[src/rtl/if_fetch_unit.sv]
// Instruction fetch: owns the PC and feeds the IF/ID register (inst, PC+4, valid). Optional perf counters under FETCH_PERF_CNT_EN.
// Latency: 1 edge from the imem_ready cycle to out_inst.
// Backpressure: stall freezes outputs; a response that lands during a stall is parked and no new request is issued until it drains.
module if_fetch_unit #(
    parameter logic [31:0] RESET_PC = 32'h0000_0000,
    parameter logic [31:0] NOP_INST = 32'h0000_0000
) (
    input  logic        CLK,
    input  logic        RST,
    input  logic        stall,
    input  logic        redirect_valid,
    input  logic [31:0] redirect_target,
    output logic        imem_req,
    output logic [31:0] imem_addr,
    input  logic        imem_ready,
    input  logic [31:0] imem_rdata,
    output logic [31:0] out_inst,
    output logic [31:0] out_PCplus4,
    output logic        out_valid
`ifdef FETCH_PERF_CNT_EN
    ,
    output logic [31:0] perf_fetched,
    output logic [31:0] perf_stall_cycles
`endif
);

    typedef enum logic [1:0] {
        S_FETCH  = 2'd0,
        S_HOLD   = 2'd1,
        S_SQUASH = 2'd2
    } state_t;

    state_t      state, state_nxt;
    logic [31:0] pc, pc_nxt;
    logic [31:0] squash_addr, squash_addr_nxt;
    logic [31:0] pend_inst, pend_inst_nxt;
    logic [31:0] pend_pc4, pend_pc4_nxt;
    logic        pend_vld, pend_vld_nxt;
    logic [31:0] out_inst_nxt, out_pc4_nxt;
    logic        out_valid_nxt;
    logic        bubble;

    logic [31:0] target;
    logic [31:0] pc_plus4;

    assign target   = {redirect_target[31:2], 2'b00};
    assign pc_plus4 = pc + 32'd4;

    // The request held open in SQUASH is the one abandoned by the redirect.
    assign imem_req  = !RST && (state != S_HOLD);
    assign imem_addr = (state == S_SQUASH) ? squash_addr : pc;

    always_comb begin
        state_nxt       = state;
        pc_nxt          = pc;
        squash_addr_nxt = squash_addr;
        pend_inst_nxt   = pend_inst;
        pend_pc4_nxt    = pend_pc4;
        pend_vld_nxt    = pend_vld;
        out_inst_nxt    = out_inst;
        out_pc4_nxt     = out_PCplus4;
        out_valid_nxt   = out_valid;
        bubble          = 1'b0;

        case (state)
            S_FETCH: begin
                if (redirect_valid) begin
                    pc_nxt = target;
                    bubble = 1'b1;
                    if (!imem_ready) begin
                        state_nxt       = S_SQUASH;
                        squash_addr_nxt = pc;
                    end
                end else if (imem_ready) begin
                    pc_nxt = pc_plus4;
                    if (stall) begin
                        pend_inst_nxt = imem_rdata;
                        pend_pc4_nxt  = pc_plus4;
                        pend_vld_nxt  = 1'b1;
                        state_nxt     = S_HOLD;
                    end else begin
                        out_inst_nxt  = imem_rdata;
                        out_pc4_nxt   = pc_plus4;
                        out_valid_nxt = 1'b1;
                    end
                end else if (!stall) begin
                    bubble = 1'b1;
                end
            end
            S_HOLD: begin
                if (redirect_valid) begin
                    pend_vld_nxt = 1'b0;
                    pc_nxt       = target;
                    bubble       = 1'b1;
                    state_nxt    = S_FETCH;
                end else if (!stall && pend_vld) begin
                    out_inst_nxt  = pend_inst;
                    out_pc4_nxt   = pend_pc4;
                    out_valid_nxt = 1'b1;
                    pend_vld_nxt  = 1'b0;
                    state_nxt     = S_FETCH;
                end
            end
            S_SQUASH: begin
                if (redirect_valid) begin
                    pc_nxt = target;
                    bubble = 1'b1;
                end else if (!stall) begin
                    bubble = 1'b1;
                end
                if (imem_ready) begin
                    state_nxt = S_FETCH;
                end
            end
            default: begin
                state_nxt = S_FETCH;
            end
        endcase

        if (bubble) begin
            out_inst_nxt  = NOP_INST;
            out_pc4_nxt   = 32'd0;
            out_valid_nxt = 1'b0;
        end
    end

    always_ff @(posedge CLK or posedge RST) begin
        if (RST) begin
            state <= S_FETCH;
        end else begin
            state <= state_nxt;
        end
    end

    always_ff @(posedge CLK or posedge RST) begin
        if (RST) begin
            pc          <= RESET_PC;
            squash_addr <= 32'd0;
            pend_inst   <= 32'd0;
            pend_pc4    <= 32'd0;
            pend_vld    <= 1'b0;
            out_inst    <= NOP_INST;
            out_PCplus4 <= 32'd0;
            out_valid   <= 1'b0;
        end else begin
            pc          <= pc_nxt;
            squash_addr <= squash_addr_nxt;
            pend_inst   <= pend_inst_nxt;
            pend_pc4    <= pend_pc4_nxt;
            pend_vld    <= pend_vld_nxt;
            out_inst    <= out_inst_nxt;
            out_PCplus4 <= out_pc4_nxt;
            out_valid   <= out_valid_nxt;
        end
    end

`ifdef FETCH_PERF_CNT_EN
    logic delivered;

    // An instruction is delivered whenever the outputs take a new value with valid set.
    assign delivered = (redirect_valid || !stall) && out_valid_nxt;

    always_ff @(posedge CLK or posedge RST) begin
        if (RST) begin
            perf_fetched      <= 32'd0;
            perf_stall_cycles <= 32'd0;
        end else begin
            if (delivered) begin
                perf_fetched <= perf_fetched + 32'd1;
            end
            if (stall && !redirect_valid) begin
                perf_stall_cycles <= perf_stall_cycles + 32'd1;
            end
        end
    end
`endif

endmodule
[config.mk]
export PLATFORM = sky130hd
export DESIGN_NAME = if_fetch_unit
export DESIGN_NICKNAME = d
export VERILOG_FILES = /design/src/rtl/if_fetch_unit.sv
export SDC_FILE = /design/constraint.sdc
export NUM_CORES = 1
export LEC_CHECK = 0
export BUFFER_PORTS_ARGS = -buffer_cell sky130_fd_sc_hd__buf_2
export CAP_MARGIN = 20
export CORE_ASPECT_RATIO = 0.5
export CORE_MARGIN = 5
export CORE_UTILIZATION = 57
export CTS_CLUSTER_DIAMETER = 150
export DETAILED_ROUTE_END_ITERATION = 10
export GPL_ROUTABILITY_DRIVEN = 0
export PLACE_DENSITY_LB_ADDON = 0.12
export SLEW_MARGIN = 10
export SYNTH_ARGS = -nofsm -noshare
export SYNTH_HDL_FRONTEND = slang
export SYNTH_SLANG_ARGS = --single-unit
export TNS_END_PERCENT = 100
[constraint.sdc]
create_clock -name CLK -period 13.9 [get_ports CLK]
set_clock_uncertainty 0.05 [all_clocks]
set_input_delay 2.085 -clock CLK [delete_from_list [all_inputs] [get_ports CLK]]
set_output_delay 2.085 -clock CLK [all_outputs]
set_load 0.03 [all_outputs]
==> results by stage <==
Outcome:
- The run finished with clean final reports.

Synth:
- In the synthesized netlist the async set-or-reset flop fraction comes to 100%.
- The share of Yosys cell area claimed by the top area cell type is 51.1%.
- The biggest area consumer among synthesized cells is sky130_fd_sc_hd__dfrtp_1.
- The mean instance size in the synthesized netlist is 10.8 um^2.
- The share of the Yosys chip area taken by registers is 51.1%.
- The mapped cell area is 9200 um^2.
- For this run, the number of Yosys warnings is 0.
- Yosys attributes the largest share of cell area to sky130_fd_sc_hd__dfrtp_1, sky130_fd_sc_hd__mux2_2, sky130_fd_sc_hd__o2bb2ai_1.
- The leading register cell type out of synthesis is sky130_fd_sc_hd__dfrtp_1.
- Synthesis handed over a netlist of 852 instances.
- Counting flops with a built-in enable in the synthesized netlist gives 0.
- The netlist uses 55 different library cells.
- The total of flip-flops plus latches after synthesis is 188.

Timing:
- The final-report max-slew violation count was 0.
- The ratio of final minimum period to clock period is 33.5%.
- The normalized max-slew margin is 30.7%.
- The worst hold slack is 0.426 ns.
- Setup repair after global routing left no endpoint under its margin.
- The maximum achievable frequency is 215 MHz.
- The number of hold violations in the final report is 0.
- The smallest clock period supported by the final layout is computed as 4.65 ns.
- The worst-margin pin slew is 1.04 ns.
- The setup TNS is 0 ns.
- Setup violations remaining at the end of the flow were counted as 0.

Clock tree:
- The root buffer cell chosen for the clock tree is sky130_fd_sc_hd__clkbuf_16.
- The register clock-pin slew on the reported worst setup and hold paths is 0.07 ns.
- Counting along the longest clock path gives a buffer depth of 2.
- For the worst-skew pair, the clock arrives at the later sink with an insertion delay of 0.42 ns.
- The number of CTS-inserted buffers is 17.
- The number of H-tree branching levels is 4.
- The number of buffers inserted to repair setup after CTS is 0.
- After clock tree synthesis, the repair step resized 0 gates.
- TritonCTS built the clock tree.
- The hold-fix buffer count after cts is 0.
- The number of clock sinks is 188.

Worst setup path:
- The required time of the critical path is 11.77 ns.
- Of all nets on the critical path, the largest fanout is 2.
- Traced cell by cell, the critical path runs through buf_2, nor2_1, buf_2.
- The number of buffers and inverters on the critical path is 2.
- The standard cell with the maximum stage delay on the critical path is sky130_fd_sc_hd__buf_2.
- The delay of the slowest critical-path stage is 0.21 ns.
- The element type at the critical path start is an input port.
- The data arrival at the endpoint of the critical path is 2.52 ns.
- In this design, the critical path's most frequently occurring cell is sky130_fd_sc_hd__buf_2.
- On the critical path the largest part of the delay comes from buffers and inverters.
- The endpoint kind of the worst setup timing path is a primary output.
- The critical path is of the input port to primary output type.

Floorplanning:
- The starting density of the core is 58.9%.
- The placement row count is 32.
- The vertical die dimension is 99.8 um.
- The core region is 15600 um^2.
- The I/O pin count is 167.
- The width of the die is 190 um.
- The overall die area is 18900 um^2.

Power:
- In this run the power spent charging and discharging nets is 1.25 mW.
- The portion of total power attributed to the clock network is 17.3%.
- The leakage power is 4.78 nW.
- The share of total power dissipated in combinational logic is 46.8%.
- Net switching is 44.8% of the power.
- IR analysis of the VDD net gives a maximum drop of 150 uV.
- The cell-internal power is 1.54 mW.
- The power density over the cells is 263 nW/um^2.
- Per report_power, the sequential group accounts for 35.9% of the total.

Global route:
- The number of global-route vias before repair is 7061.
- The initial antenna violation count is 4.
- Global routing used 37.3% of the available met1 tracks.
- The residual overflow from global routing is 0.
- The all-layer global routing usage is 25.1%.
- The global routing met2 resource utilization is 36.0%.
- The routing usage on met3 is 8.65%.
- The wire length of the first global-routing pass is 37.7 mm.
- Entering global routing, the biggest net connects 124 pins.
- The layer flagged by global routing as most heavily used is met1.

Placed design:
- The count of buffers inserted at the top-level ports is 160.
- The estimated wirelength of the detail-placed design is 15.4 mm.

Routing:
- The sum of routed wire length over all layers is 23.3 mm.
- The number of vias in the routed layout is 7234.
- The detailed-routing iteration count for the pre-antenna-repair pass is 5.
- The post-detailed-route via-to-cell ratio is 6.12.
- The average detailed-routed wire length per instance is 19.7 um.
- In the routed design, unresolved DRC markers number 0.
- The violation count after the first detailed-routing iteration is 554.
- Once detail routing completed, the nets flagged for antenna violations numbered 0.

Run:
- The count of max-cap constraint violations is 0.

Cells and area:
- The total number of nets in the final design is 1039.
- Of the cells placed in the final design, the portion with a size suffix greater than 1 is 30.9%.
- In the layout the commonest cells are sky130_fd_sc_hd__dfrtp_1, sky130_fd_sc_hd__buf_2, sky130_fd_sc_hd__mux2_2.
- The growth of design area from synthesis to finish is 15.6%.
- The most frequent standard cell in the layout excluding fill and tap cells is sky130_fd_sc_hd__dfrtp_1.
- The number of fillers in the final layout is 1183.

Min path:
- The worst hold path class is register to register.
power groups by stage:
stage / registers [mW] / logic, mW / clock network, mW
after floorplan: 1.06 / 0.891 / 0
after global placement: 0.986 / 1.28 / 0
after detailed placement: 1.00 / 1.30 / 0
after CTS: 0.997 / 1.31 / 0.491
after global routing: 1.04 / 1.42 / 0.515
final: 1.00 / 1.31 / 0.481
kinds of logic (layout without fill, tap and decap cells):
logic type	Yosys count	in the layout	share of synthesized area, %
xor+xnor	18	18	1.71
fa+ha+maj	5	5	0.680
compound gates	216	216	16.3
mux	128	128	15.2
buf+inv	96	218	4.41
other cells	1	5	0.0408
flops	188	188	51.1
simple gates	200	200	10.5
metal layers:
layer,up-vias,routed length [um]
li1,3344,-
met1,3576,11000
met2,276,9720
met3,30,2290
met4,8,282
met5,-,34
registers in the layout, indices dropped and copies added (netlist names):
name         count
out_PCplus4     30
out_inst        32
out_valid        1
pc              30
pend_inst       32
pend_pc4        30
pend_vld         1
squash_addr     30
state            2
area by class of cell:
type | count | area (um^2) | share of cell area, %
sequential | 188 | 4700 | 44.3
inverter | 16 | 67.6 | 0.636
tap | 204 | 255 | 2.40
clock buffer | 19 | 433 | 4.07
timing repair buffer | 171 | 893 | 8.40
antenna | 1 | 2.50 | 0.0235
multi-input combinational | 571 | 4130 | 38.9
clock inverter | 12 | 139 | 1.31
per-stage QoR:
| step | power, mW | instances | setup WS, ns | instance area, um^2 | util (%) |
|---|---|---|---|---|---|
| finish | 2.79 | 1182 | 9.25 | 10600 | 68.1 |
| global route | 2.97 | 1181 | 9.19 | 10600 | 68.1 |
| CTS | 2.80 | 1179 | 9.25 | 10600 | 67.9 |
| detailed placement | 2.31 | 1148 | 9.25 | 10000 | 64.2 |
| global placement | 2.27 | 1148 | 9.26 | 10000 | 64.2 |
| floorplan | 1.95 | 855 | 6.65 | 9210 | - |
Yosys cell counts, types with 4 or more instances:
cell,instances
sky130_fd_sc_hd__buf_2,11
sky130_fd_sc_hd__and4_1,5
sky130_fd_sc_hd__nand2_1,70
sky130_fd_sc_hd__a31oi_1,5
sky130_fd_sc_hd__a2bb2oi_1,4
sky130_fd_sc_hd__buf_4,8
sky130_fd_sc_hd__xnor2_1,8
sky130_fd_sc_hd__o2111ai_1,4
sky130_fd_sc_hd__nor3_1,17
sky130_fd_sc_hd__o21ai_0,62
sky130_fd_sc_hd__a21oi_1,30
sky130_fd_sc_hd__and2_1,4
sky130_fd_sc_hd__o211ai_1,4
sky130_fd_sc_hd__o311ai_0,5
sky130_fd_sc_hd__buf_1,5
sky130_fd_sc_hd__a22oi_1,5
sky130_fd_sc_hd__o22ai_1,9
sky130_fd_sc_hd__nand4_1,12
sky130_fd_sc_hd__mux2_2,91
sky130_fd_sc_hd__o2bb2ai_1,46
sky130_fd_sc_hd__a21o_1,5
sky130_fd_sc_hd__a22o_1,11
sky130_fd_sc_hd__nor4_1,9
sky130_fd_sc_hd__xor2_1,10
sky130_fd_sc_hd__dfrtp_1,188
sky130_fd_sc_hd__clkbuf_1,55
sky130_fd_sc_hd__mux2i_1,37
sky130_fd_sc_hd__inv_1,15
sky130_fd_sc_hd__nor2_1,30
sky130_fd_sc_hd__ha_1,5
sky130_fd_sc_hd__nand3_1,32
sky130_fd_sc_hd__nand2b_1,4
sky130_fd_sc_hd__o31a_1,5
path summary, 6_finish.rpt:
path | start | end | slack [ns] | cells after the start
min in group asynchronous | RST | pend_inst[23] | 1.80 | 2
worst max-delay path | RST | imem_req | 9.25 | 3
max in group asynchronous | RST | pend_vld | 10.61 | 3
worst min register to register | pend_pc4[22] | pend_pc4[22] | 0.43 | 1
worst max register to register | state[1] | out_PCplus4[27] | 10.66 | 8
worst min-delay path | pend_pc4[22] | pend_pc4[22] | 0.43 | 1
Note: power is estimated with default switching activity, not from simulation.
